`src/rtl/reg8_serial_reader.sv`:
```
// Snapshots a WIDTH-bit parallel register value on start and shifts it out serially, each bit held CLK_DIV cycles.
// Latency: first bit one cycle after the start edge, done WIDTH*CLK_DIV+1 cycles after it; start is ignored while busy or done.
module reg8_serial_reader #(
    parameter int WIDTH     = 8,
    parameter int LSB_FIRST = 1,
    parameter int CLK_DIV   = 1
) (
    input  logic             clk,
    input  logic             rst_n,
    input  logic             start,
    input  logic [WIDTH-1:0] data_in,
    output logic             sout,
    output logic             sout_valid,
    output logic             bit_strobe,
    output logic             busy,
    output logic             done
);

    localparam int BW = (WIDTH > 1) ? $clog2(WIDTH) : 1;
    localparam int DW = (CLK_DIV > 1) ? $clog2(CLK_DIV) : 1;
    localparam logic [BW-1:0] BIT_LAST = BW'(WIDTH - 1);
    localparam logic [DW-1:0] DIV_LAST = DW'(CLK_DIV - 1);

    typedef enum logic [1:0] {
        ST_IDLE  = 2'd0,
        ST_SHIFT = 2'd1,
        ST_DONE  = 2'd2
    } state_t;

    state_t           state_q,  state_d;
    logic [WIDTH-1:0] shreg_q,  shreg_d;
    logic [BW-1:0]    bitcnt_q, bitcnt_d;
    logic [DW-1:0]    divcnt_q, divcnt_d;
    logic             sout_q,   sout_d;
    logic             valid_q,  valid_d;
    logic             strobe_q, strobe_d;
    logic             busy_q,   busy_d;
    logic             done_q,   done_d;

    always_ff @(posedge clk or negedge rst_n) begin
        if (!rst_n) begin
            state_q  <= ST_IDLE;
            shreg_q  <= '0;
            bitcnt_q <= '0;
            divcnt_q <= '0;
            sout_q   <= 1'b0;
            valid_q  <= 1'b0;
            strobe_q <= 1'b0;
            busy_q   <= 1'b0;
            done_q   <= 1'b0;
        end else begin
            state_q  <= state_d;
            shreg_q  <= shreg_d;
            bitcnt_q <= bitcnt_d;
            divcnt_q <= divcnt_d;
            sout_q   <= sout_d;
            valid_q  <= valid_d;
            strobe_q <= strobe_d;
            busy_q   <= busy_d;
            done_q   <= done_d;
        end
    end

    // The bit on sout always sits at the outgoing end of shreg_q; a shift exposes the next one.
    always_comb begin
        state_d  = state_q;
        shreg_d  = shreg_q;
        bitcnt_d = bitcnt_q;
        divcnt_d = divcnt_q;
        sout_d   = 1'b0;
        valid_d  = 1'b0;
        strobe_d = 1'b0;
        busy_d   = 1'b0;
        done_d   = 1'b0;

        case (state_q)
            ST_IDLE: begin
                if (start) begin
                    shreg_d  = data_in;
                    bitcnt_d = '0;
                    divcnt_d = '0;
                    state_d  = ST_SHIFT;
                    sout_d   = (LSB_FIRST != 0) ? data_in[0] : data_in[WIDTH-1];
                    valid_d  = 1'b1;
                    strobe_d = 1'b1;
                    busy_d   = 1'b1;
                end
            end

            ST_SHIFT: begin
                if (divcnt_q == DIV_LAST) begin
                    divcnt_d = '0;
                    if (bitcnt_q == BIT_LAST) begin
                        state_d = ST_DONE;
                        done_d  = 1'b1;
                    end else begin
                        bitcnt_d = bitcnt_q + BW'(1);
                        if (LSB_FIRST != 0) begin
                            shreg_d = {1'b0, shreg_q[WIDTH-1:1]};
                            sout_d  = shreg_q[1];
                        end else begin
                            shreg_d = {shreg_q[WIDTH-2:0], 1'b0};
                            sout_d  = shreg_q[WIDTH-2];
                        end
                        valid_d  = 1'b1;
                        strobe_d = 1'b1;
                        busy_d   = 1'b1;
                    end
                end else begin
                    divcnt_d = divcnt_q + DW'(1);
                    sout_d   = sout_q;
                    valid_d  = 1'b1;
                    busy_d   = 1'b1;
                end
            end

            ST_DONE: begin
                state_d = ST_IDLE;
            end

            default: begin
                state_d = ST_IDLE;
            end
        endcase
    end

    assign sout       = sout_q;
    assign sout_valid = valid_q;
    assign bit_strobe = strobe_q;
    assign busy       = busy_q;
    assign done       = done_q;

endmodule

```
`config.mk`:
```
export PLATFORM = sky130hd
export DESIGN_NAME = reg8_serial_reader
export DESIGN_NICKNAME = d
export VERILOG_FILES = /design/src/rtl/reg8_serial_reader.sv
export SDC_FILE = /design/constraint.sdc
export NUM_CORES = 1
export LEC_CHECK = 0
export CORE_MARGIN = 3
export CORE_UTILIZATION = 43
export CTS_BUF_LIST = sky130_fd_sc_hd__clkbuf_4 sky130_fd_sc_hd__clkbuf_8 sky130_fd_sc_hd__clkbuf_16
export CTS_CLUSTER_DIAMETER = 200
export CTS_CLUSTER_SIZE = 24
export DETAILED_ROUTE_END_ITERATION = 8
export PLACE_DENSITY_LB_ADDON = 0.2
export SLEW_MARGIN = 20
export SYNTH_ARGS = -nofsm -noshare
export SYNTH_HDL_FRONTEND = slang
export SYNTH_SLANG_ARGS = --single-unit
```
`constraint.sdc`:
```
create_clock -name clk -period 1.6 [get_ports clk]
set_input_delay 0.32 -clock clk [delete_from_list [all_inputs] [get_ports clk]]
set_output_delay 0.32 -clock clk [all_outputs]
set_load 0.005 [all_outputs]
```
==> Yosys cells after proc, flatten, opt, wreduce, memory -nomap -nowiden <==
Index checks and enable logic that the tools add are counted.
{ "word_totals": {"reg_bits": 18, "in_bits": 11, "output_inout_bits": 5} }
{ "op_classes": {"add_sub_neg": 2, "n_eq_ne": 6, "muxes": 28, "n_reduce_logical": 5} }
{ "op_table": {"columns": ["op", "n"], "rows": [
  ["8-bit 2-to-1 mux", 3],
  ["8-bit case mux with 2 select lines", 1],
  ["1-bit 2-to-1 mux", 12],
  ["3-bit 2-to-1 mux", 3],
  ["2-bit != test (second input constant)", 4],
  ["1-bit case mux with 2 select lines", 4],
  ["2-bit 2-to-1 mux", 3],
  ["3-bit case mux with 2 select lines", 1],
  ["2-bit case mux with 2 select lines", 1],
  ["4-bit AND reduction", 1],
  ["3-bit by 1-bit adder with 3-bit output (second input constant)", 1],
  ["3-bit == test (second input constant)", 1],
  ["3-bit AND reduction", 1],
  ["2-bit by 1-bit == test with 1-bit output (second input constant)", 1],
  ["2-bit logical NOT", 1],
  ["2-bit AND reduction", 1],
  ["2-bit nonzero test", 1],
  ["1-bit adder (second input constant)", 1]
]} }

==> Depth between registers and ports, before layout <==
Gate-level depths: netlist of the first run.
{ "logic_depth": {"depth_word": 4, "mapped_depth": 5} }

==> Worst setup path before layout of the first run <==
OpenSTA, ideal clock, no wires.
{ "synth_timing": {"path_kind": "reg2reg", "from": "register bitcnt_q[0]", "to": "register shreg_q[1]", "arrival_ps": 1639, "setup_slack_ps": -164, "path_stages_with_launch": 6, "cell_sequence": "dfrtp_1 -> ha_1 -> ha_1 -> nand2b_1 -> a21oi_4 -> mux2_2"} }
{ "synth_via": {"elab_chain_cells": 3} }
{ "synth_rtl": {"columns": ["item", "line", "rtl"], "rows": [
  ["start, declared", "32", "logic [BW-1:0] bitcnt_q, bitcnt_d;"],
  ["start signal, assigned", "54", "bitcnt_q <= bitcnt_d;"],
  ["3-bit == test", "93", "if (bitcnt_q == BIT_LAST) begin"],
  ["2-bit != test (no line)", null, null],
  ["4-bit AND reduction (no line)", null, null],
  ["end signal, assigned", "53", "shreg_q <= shreg_d;"],
  ["end, declared", "31", "logic [WIDTH-1:0] shreg_q, shreg_d;"]
]} }
No other way between the ends.
A chain may end at the register's enable or synchronous reset.

==> Worst setup path in the final report of the first run <==
{ "layout_timing": {"from": "register bitcnt_q[0]", "to": "register shreg_q[6]"} }
The elaborated chain is that of the path after synthesis.

==> results of run 1 <==
cell families after synthesis:
group,count (synthesis),share of synthesized area
buf+inv,6,0.04917
compound gates,6,0.06230
fa+ha+maj,2,0.03278
flops,15,0.4918
mux,15,0.2672
simple gates,11,0.09672
layer usage:
layer	up-vias	share of wire
met1	247	0.41
met4	0	0.020
met2	12	0.51
met5	-	0
li1	244	-
met3	5	0.061
stage by stage:
step | std cells | hold WS, ns | setup slack [ns] | setup TNS, ns
floorplan | 55 | 0.02441 | -0.04834 | -0.3384
global placement | 100 | 0.5003 | -0.01587 | -0.1036
detailed placement | 100 | 0.4958 | -0.07577 | -0.5757
CTS | 105 | 0.3249 | -0.02640 | -0.1695
global route | 105 | 0.3345 | -0.06985 | -0.5378
finish | 105 | 0.3237 | -0.02743 | -0.1808
report_power, final:
group / leakage (nW) / switching, mW / internal [mW]
clock network: 0.0177 / 0.127 / 0.0932
registers: 0.187 / 0.0886 / 0.530
logic: 0.312 / 0.339 / 0.691
total: 0.516 / 0.554 / 1.31
Yosys cell counts, drive strengths merged:
cell	instances	share of area
mux2	13	0.24
nor2b	2	0.020
buf	3	0.034
nand2	3	0.015
o22ai	1	0.0082
nand2b	2	0.026
ha	2	0.033
o22a	1	0.013
a21oi	4	0.041
dfrtp	15	0.49
inv	3	0.015
and2	2	0.016
mux2i	2	0.026
nand3b	2	0.020
final cells by class:
| type | instances | share of cell area |
|---|---|---|
| multi-input combinational | 34 | 0.3568 |
| sequential | 15 | 0.3521 |
| timing repair buffer | 25 | 0.2265 |
| tap | 24 | 0.02817 |
| clock buffer | 3 | 0.02113 |
| inverter | 3 | 0.01056 |
| clock inverter | 1 | 0.004695 |
critical path: cells and delay by family (launching register included):
family	cells	cell delay [ns]
compound gates	1	0.17
fa+ha+maj	2	0.35
buf+inv	1	0.15
flops	1	0.41
mux	1	0.29
simple gates	1	0.14
how the worst min path moves through the flow:
stage	endpoint	slack (ns)
4_1_cts	shreg_q[5]	0.32
6_report	shreg_q[5]	0.32
5_1_grt	shreg_q[5]	0.33
2_1_floorplan	bitcnt_q[0]	0.02
3_3_place_gp	shreg_q[2]	0.50
3_5_place_dp	shreg_q[1]	0.50
layout by cell type, fill, tap and decap left out:
| cell | count |
|---|---|
| sky130_fd_sc_hd__buf_12 | 1 |
| sky130_fd_sc_hd__ha_2 | 1 |
| sky130_fd_sc_hd__dfrtp_1 | 15 |
| sky130_fd_sc_hd__o22ai_1 | 1 |
| sky130_fd_sc_hd__a21oi_4 | 1 |
| sky130_fd_sc_hd__inv_1 | 3 |
| sky130_fd_sc_hd__mux2_4 | 12 |
| sky130_fd_sc_hd__mux2i_1 | 2 |
| sky130_fd_sc_hd__buf_4 | 8 |
| sky130_fd_sc_hd__buf_6 | 1 |
| sky130_fd_sc_hd__nor2b_1 | 1 |
| sky130_fd_sc_hd__and2_1 | 2 |
| sky130_fd_sc_hd__ha_4 | 1 |
| sky130_fd_sc_hd__o22a_2 | 1 |
| sky130_fd_sc_hd__clkbuf_4 | 3 |
| sky130_fd_sc_hd__a21oi_1 | 3 |
| sky130_fd_sc_hd__nand3b_1 | 2 |
| sky130_fd_sc_hd__clkdlybuf4s50_1 | 15 |
| sky130_fd_sc_hd__nand2_1 | 3 |
| sky130_fd_sc_hd__nand2b_4 | 2 |
| sky130_fd_sc_hd__nor2b_2 | 1 |
| sky130_fd_sc_hd__mux2_2 | 1 |
| sky130_fd_sc_hd__clkinv_2 | 1 |
registers in the layout (all words and copies together) (netlist names):
| name | flops |
|---|---|
| shreg_q | 7 |
| bitcnt_q | 3 |
| state_q | 2 |
| done | 1 |
| sout | 1 |
| busy | 1 |
repair_timing:
item	in CTS	in global routing
endpoints found under the setup margin	9	9
hold buffers	0	0
gates resized for setup	0	1
buffers inserted	1	0
==> flow_summary.yaml, run 1 <==
run_status:
  run_status: "complete, but fails checks"
  violations: "setup timing"
clock_network:
  cts.sinks: 15
  tritoncts_clock_tree: "yes"
  path_clk_slew_ns: 0.09
  clock_tree.buffer_depth: 2
  cts_made_buffers: 3
  ctsRootBufferMaster: "sky130_fd_sc_hd__clkbuf_4"
  cts.htree.levels: 1
  clk_latency_ns: 0.29
detailed_routing:
  avgViaCountPerCell: 4.838
  detailedRoute.firstIterationViolations: 7
  route.detailed.drc: 0
  route.final.wire_length_um: 1329
  drt_pass_1_iters: 3
  routed_wl_per_cell_um: 12.66
  vias: 508
  antenna_violating_nets_post_route: 0
synth:
  mappedNetlistArea_um2: 763.2
  synth.ff_latch_count: 15
  postSynthCellCount: 55
  yosysSeqAreaShare: 0.4918
  avgSynthCellArea_um2: 13.88
  synth-warning-count: 0
  yosys.cell_types.count: 20
  synthesis.nets: 68
floorplanning:
  core_area_mm2: 0.001594
  fp.dieH_um: 48.13
  fp.dieW_um: 48.13
  die_area_mm2: 0.002317
  initial_cell_density_of_the_core: 0.4788
  fp-row-count: 14
  floorplan.io_pins: 16
setup_path:
  crit_path_start: "bitcnt_q[0]"
  setup.reg_to_reg.worst_slack_ns: -0.03
  worstSetupEndpoint: "shreg_q[6]"
  cp_cell_sequence: "ha_2 -> ha_4 -> nand2b_4 -> a21oi_4 -> buf_12 -> mux2_4"
  timing.critical_path.arrival_ns: 1.82
  crit_path_end_kind: "flop"
  critPathMaxStageDelay_ns: 0.41
  criticalPathCategory: "flop to flop"
  critPathLaunchType: "flop"
  worst_r2r_endpoint: "shreg_q[6]"
  ff2ff_path_depth: 6
  r2r-start: "bitcnt_q[0]"
  timing.critical_path.fanout_max: 9
  critical_path_required_ns: 1.79
  slowest_stage: "sky130_fd_sc_hd__dfrtp_1"
final_layout:
  area.growth.synth_to_final_pct: 39.67
  num_antenna_cells: 0
  drive_gt1_frac: 0.4198
  multi_input_comb_area_um2: 380.4
  filler_cell_count: 127
  nNetsFinal: 95
  design_area_mm2: 0.001066
  postLayoutCoreUtil: 0.6688
  layout.area.seq_um2: 375.4
global_routing:
  grt_pass1_vias: 477
  grt_pass1_wl_um: 2097
  grt_use_total: 0.1379
  antenna_violations_before_repair: 0
  grt_start_max_net_pins: 16
  gr-total-overflow: 0
  global_route.usage.met3: 0.05535
  grt_use_met1: 0.1510
  use_met2: 0.2322
  globalRoute.busiestLayer: "met2"
run:
  max_cap_viol_count: 0
worst_hold_path:
  hold_class: "input port to asynchronous set/reset pin"
timing:
  maxClockFrequency_mhz: 614.5
  final_max_slew_viol_count: 0
  slew_headroom: 0.8709
  worst-slew-pin-transition_ns: 0.1937
  endpoints_failing_hold: 0
  post-route-min-period_ns: 1.627
  count_of_endpoints_failing_setup_in_the_final_report: 7
  rsz0062_at_grt: "true"
  final.period_utilization: 1.017
  timing.final.ws_setup_ns: -0.02743
  timing.clock.skew_ns: 0.005660
placed_design:
  placedInstanceArea_mm2: 0.001027
  hpwlAfterDp_um: 990.1
  gp_congestion: 0.7389
  buffer_ports.inserted: 15
power_and_ir_drop:
  max-vdd-ir-drop_mv: 0.9492
  totalPowerFinal_mw: 1.869
  p_leak_nw: 0.5159
  pwr_density_cell_mw_per_mm2: 1753
Note: power is estimated with default switching activity, not from simulation.
==> run 2, diff against run 1 <==
--- a/config.mk
+++ b/config.mk
@@ -6,5 +6,5 @@
 export NUM_CORES = 1
 export LEC_CHECK = 0
-export CORE_MARGIN = 3
+export CORE_MARGIN = 2
 export CORE_UTILIZATION = 43
 export CTS_BUF_LIST = sky130_fd_sc_hd__clkbuf_4 sky130_fd_sc_hd__clkbuf_8 sky130_fd_sc_hd__clkbuf_16
==> constraint.sdc (replaced) <==
create_clock -name clk -period 1.6 [get_ports clk]
set_input_delay 0.32 -clock clk [delete_from_list [all_inputs] [get_ports clk]]
set_output_delay 0.32 -clock clk [all_outputs]
set_load 0.05 [all_outputs]
==> run 2 against run 1 <==
- the run still ends with setup timing left
- clock power is 3% higher
- clock skew is 0.0010 ns lower
- die area is 8.1% lower
- wire length is 6.3% lower
- via count is 3.1% lower
- count of clock-buffer cells in the layout is 1 higher
- cell count is 5.7% lower
- non-clock buffer count is 1 higher
- critical endpoint is now bitcnt_q[0]
- largest power group unchanged
==> flow_summary.yaml, run 2 (synthesis results as in run 1) <==
setup_path:
  timing.critical_path.arrival_ns: 1.78
  critPathLaunchType: "flop"
  crit_path_end_kind: "flop"
  criticalPathCategory: "flop to flop"
  slowest_stage: "sky130_fd_sc_hd__dfrtp_1"
  critPathMaxStageDelay_ns: 0.40
  timing.critical_path.fanout_max: 10
  cp_cell_sequence: "ha_2 -> ha_4 -> nand2b_4 -> a21oi_4 -> buf_12 -> mux2_4"
  critical_path_required_ns: 1.76
final_layout:
  nNetsFinal: 96
  mostFrequentLayoutCells: "sky130_fd_sc_hd__dfrtp_1 (15), sky130_fd_sc_hd__buf_4 (15), sky130_fd_sc_hd__mux2_4 (12)"
  layout_top_registers: "shreg_q x7, bitcnt_q x3, state_q x2"
  largest_register_ff_count: 7
  num_antenna_cells: 0
  largest_register: "shreg_q"
  area.growth.synth_to_final_pct: 37.71
  design_area_mm2: 0.001051
  postLayoutCoreUtil: 0.6222
  drive_gt1_frac: 0.4878
floorplanning:
  die_area_mm2: 0.002128
  fp-row-count: 15
  floorplan.io_pins: 16
  initial_cell_density_of_the_core: 0.4519
  fp.dieW_um: 46.13
  fp.dieH_um: 46.13
  core_area_mm2: 0.001689
clock_network:
  cts.sinks: 15
  clock_tree.buffer_depth: 2
  clk_latency_ns: 0.27
  cts_made_buffers: 3
  path_clk_slew_ns: 0.09
  cts.repair.resized: 0
  tritoncts_clock_tree: "yes"
  ctsRootBufferMaster: "sky130_fd_sc_hd__clkbuf_4"
  cts.htree.levels: 1
  holdBufCountCts: 0
placed_design:
  buffer_ports.inserted: 15
  gp_congestion: 0.6691
  placedInstanceArea_mm2: 0.001006
  hpwlAfterDp_um: 914.2
timing:
  final_max_slew_viol_count: 0
  rsz0062_at_grt: "true"
  count_of_endpoints_failing_setup_in_the_final_report: 7
  post-route-min-period_ns: 1.618
  timing.clock.skew_ns: 0.004619
  final.period_utilization: 1.011
  timing.final.ws_setup_ns: -0.01789
  endpoints_failing_hold: 0
  worst-slew-pin-transition_ns: 0.1903
  maxClockFrequency_mhz: 618.1
  slew_headroom: 0.8731
run_status:
  violations: "setup timing"
  run_status: "complete, but fails checks"
global_routing:
  gr-total-overflow: 0
  grt_start_max_net_pins: 16
  antenna_violations_before_repair: 0
  grt_use_total: 0.1405
  grt_pass1_vias: 467
  grt_pass1_wl_um: 2063
detailed_routing:
  route.detailed.drc: 0
  vias: 492
  route.final.wire_length_um: 1245
  drt_pass_1_iters: 4
  antenna_violating_nets_post_route: 0
  routed_wl_per_cell_um: 12.58
  detailedRoute.firstIterationViolations: 4
  avgViaCountPerCell: 4.970
power_and_ir_drop:
  power_switching_share: 0.3430
  switching_power_uw: 693.5
  power_report.internal_total_mw: 1.329
  power.combinational.fraction: 0.584
  p_leak_nw: 0.5242
  pwr_density_cell_mw_per_mm2: 1924
  share_seq_of_total_power: 0.305
  max-vdd-ir-drop_mv: 1.093
  share_clk_of_total_power: 0.112
worst_hold_path:
  hold_class: "input port to asynchronous set/reset pin"
run:
  max_cap_viol_count: 0
-- run 2: per-stage QoR --
stage                     TNS [ns]  setup slack (ns)  instances  power [mW]  hold WS [ns]
after floorplan            -0.3384          -0.04834         55       1.481       0.02441
after global placement     -0.1726          -0.02594         93       1.752        0.4980
after detailed placement   -0.2485          -0.04319         93       1.781        0.5039
after CTS                  -0.1127          -0.02087         99       2.046        0.3694
after global routing       -0.6528          -0.08543         99       2.166        0.3765
final                     -0.09992          -0.01789         99       2.022        0.3626
-- run 2: routing by layer --
metal | GRT usage | wire length [µm] | vias to the layer above
met3 | 0.03529 | 55 | 2
met5 | 0 | 0 | -
met1 | 0.1872 | 614 | 232
met2 | 0.2194 | 557 | 12
met4 | 0.05143 | 18 | 0
li1 | - | - | 246
-- run 2: area by class of cell --
type / instances / area (µm²)
inverter: 3 / 11.26
sequential: 15 / 375.4
multi-input combinational: 34 / 380.4
timing repair buffer: 26 / 232.7
fill: 140 / 638.1
tap: 17 / 21.27
clock buffer: 4 / 30.03
-- run 2: repair_timing --
| item | in CTS | in global routing |
|---|---|---|
| buffers inserted | 2 | 0 |
| pin swaps | 0 | 0 |
| setup endpoints to repair | 7 | 9 |
-- run 2: worst paths after layout --
check	startpoint	to	slack, ns	cells past startpoint
max in group asynchronous	rst_n	shreg_q[5]	1.07	2
min	rst_n	done	0.36	2
min reg2reg	shreg_q[5]	shreg_q[5]	0.52	1
max reg2reg	bitcnt_q[0]	bitcnt_q[0]	-0.02	6
max	bitcnt_q[0]	bitcnt_q[0]	-0.02	6
min in group clk	shreg_q[5]	shreg_q[5]	0.52	1
-- run 2: critical path: cells and delay by family (launching register included) --
| kind | cells | cell delay (ns) |
|---|---|---|
| multiplexers | 1 | 0.30 |
| AO/OA/AOI/OAI | 1 | 0.17 |
| flip-flops | 1 | 0.40 |
| AND/OR/NAND/NOR | 1 | 0.15 |
| buffers and inverters | 1 | 0.15 |
| adder cells (fa/ha/maj) | 2 | 0.35 |
-- run 2: power groups by stage --
stage                     combinational (mW)  sequential, mW  clock (mW)
final                                   1.18           0.616       0.226
after global routing                    1.27           0.636       0.256
after CTS                               1.19           0.619       0.233
after detailed placement                1.16           0.626           0
after global placement                  1.13           0.621           0
after floorplan                        0.774           0.707           0
==> run 3, diff against run 2 <==
- CELL_PAD_IN_SITES_DETAIL_PLACEMENT: unset -> 1
- CELL_PAD_IN_SITES_GLOBAL_PLACEMENT: unset -> 1
- CORE_UTILIZATION: 43 -> 35
- SLEW_MARGIN: 20 -> unset
==> run 3 against run 2 <==
- the run still ends with setup timing left
- non-clock buffer count rose by 3
- power rose by 5.6%
- via count rose by 3.5%
- count of clock-buffer cells in the layout did not move
- critical path type unchanged
- highest routed layer unchanged
==> flow_summary.yaml, run 3 (synthesis results as in run 1) <==
run_status:
  run_status: "complete, but fails checks"
  violations: "setup timing"
final_layout:
  nNetsFinal: 99
  drive_gt1_frac: 0.5059
  final_common_cell: "sky130_fd_sc_hd__buf_4"
  design_area_mm2: 0.001107
  layout_top_registers: "shreg_q x7, bitcnt_q x3, state_q x2"
  largest_register_ff_count: 7
  filler_cell_count: 216
  multi_input_comb_area_um2: 380.4
  layout.area.seq_um2: 375.4
  num_antenna_cells: 0
  area.growth.synth_to_final_pct: 45.08
  mostFrequentLayoutCells: "sky130_fd_sc_hd__buf_4 (16), sky130_fd_sc_hd__dfrtp_1 (15), sky130_fd_sc_hd__mux2_4 (12)"
  largest_register: "shreg_q"
placed_design:
  placedInstanceArea_mm2: 0.001026
  hpwlAfterDp_um: 1072
  buffer_ports.inserted: 15
  gp_congestion: 0.6809
setup_path:
  crit_buf_inv: 1
  cp_cell_sequence: "ha_2 -> ha_4 -> nand2b_4 -> a21oi_4 -> clkbuf_16 -> mux2_4"
  critPathLaunchType: "flop"
  timing.critical_path.fanout_max: 4
  crit_path_end_kind: "flop"
  critPathMaxStageDelay_ns: 0.40
  critical-path-top-delay-family: "flip-flops"
  slowest_stage: "sky130_fd_sc_hd__dfrtp_1"
  crit_path_start: "bitcnt_q[0]"
  critical_path_required_ns: 1.78
  r2r-start: "bitcnt_q[0]"
  criticalPathCategory: "flop to flop"
  timing.critical_path.arrival_ns: 1.82
clock_network:
  clock_tree.buffer_depth: 2
  ctsRootBufferMaster: "sky130_fd_sc_hd__clkbuf_4"
  holdBufCountCts: 0
  cts.sinks: 15
  clk_latency_ns: 0.29
  path_clk_slew_ns: 0.09
  tritoncts_clock_tree: "yes"
  cts.htree.levels: 1
  cts_made_buffers: 3
timing:
  post-route-min-period_ns: 1.645
  endpoints_failing_hold: 0
  maxClockFrequency_mhz: 607.8
  final_max_slew_viol_count: 0
  timing.final.ws_setup_ns: -0.04533
  final.period_utilization: 1.028
  count_of_endpoints_failing_setup_in_the_final_report: 7
  timing.clock.skew_ns: 0.002975
  rsz0062_at_grt: "true"
  slew_headroom: 0.8716
  worst-slew-pin-transition_ns: 0.1926
global_routing:
  grt_pass1_wl_um: 2504
  grt_start_max_net_pins: 16
  gr-total-overflow: 0
  grt_pass1_vias: 564
  grt_use_total: 0.1304
  antenna_violations_before_repair: 0
floorplanning:
  fp.dieH_um: 50.70
  fp-row-count: 16
  floorplan.io_pins: 16
  fp.dieW_um: 50.70
  initial_cell_density_of_the_core: 0.3813
  core_area_mm2: 0.002002
  die_area_mm2: 0.002570
detailed_routing:
  drt_pass_1_iters: 3
  max_layer_used: "met4"
  avgViaCountPerCell: 4.545
  vias: 509
  wl_met3_um: 57
  route.detailed.drc: 0
  wl_met2_um: 750
  routed_wl_per_cell_um: 13.32
  detailedRoute.firstIterationViolations: 2
  antenna_violating_nets_post_route: 0
  routedLengthMet1_um: 664
  route.final.wire_length_um: 1492
power_and_ir_drop:
  totalPowerFinal_mw: 2.135
  max-vdd-ir-drop_mv: 0.9377
  pwr_density_cell_mw_per_mm2: 1928
  p_leak_nw: 0.5500
run:
  max_cap_viol_count: 0
worst_hold_path:
  hold_class: "input port to asynchronous set/reset pin"
[run 3: per-layer routing]
| layer | global-route usage | vias up |
|---|---|---|
| met4 | 0.04054 | 0 |
| met3 | 0.02083 | 2 |
| met1 | 0.1842 | 245 |
| li1 | - | 250 |
| met2 | 0.2039 | 12 |
| met5 | 0 | - |
[run 3: final cells by class]
cell class,count,share of cell area
clock buffer,4,0.02712
inverter,3,0.01017
multi-input combinational,34,0.3435
sequential,15,0.3390
tap,27,0.03051
timing repair buffer,29,0.2497
[run 3: per-stage QoR]
stage	TNS (ns)	util	setup slack, ns	hold WS, ns	cells
2_1_floorplan	-0.3384	-	-0.04834	0.02441	55
4_1_cts	-0.2072	0.5275	-0.03310	0.3579	108
6_report	-0.2481	0.5531	-0.04533	0.3485	112
5_1_grt	-0.7005	0.5531	-0.09066	0.3453	112
3_5_place_dp	-0.2379	0.5125	-0.03734	0.4993	104
3_3_place_gp	-0.1398	0.5125	-0.02808	0.4986	104
[run 3: repair_timing]
| item | 4_1_cts | 5_1_grt |
|---|---|---|
| setup endpoints to repair | 8 | 9 |
| gates resized for setup | 0 | 1 |
| pin swaps | 0 | 2 |
| cloned | 0 | 1 |
| buffers inserted | 0 | 3 |
[run 3: worst paths after layout]
path,cells after the start,slack [ns],to
setup / recovery,6,-0.05,shreg_q[2]
hold / removal,2,0.35,shreg_q[7]
setup reg to reg,6,-0.05,shreg_q[2]
hold reg to reg,1,0.51,shreg_q[2]
max in group asynchronous,2,1.08,shreg_q[2]
min in group clk,1,0.51,shreg_q[2]
[run 3: report_power, final]
| group | total, mW | switching (mW) | internal, mW |
|---|---|---|---|
| sequential | 0.613 | 0.0823 | 0.530 |
| combinational | 1.28 | 0.526 | 0.759 |
| clock | 0.238 | 0.124 | 0.114 |
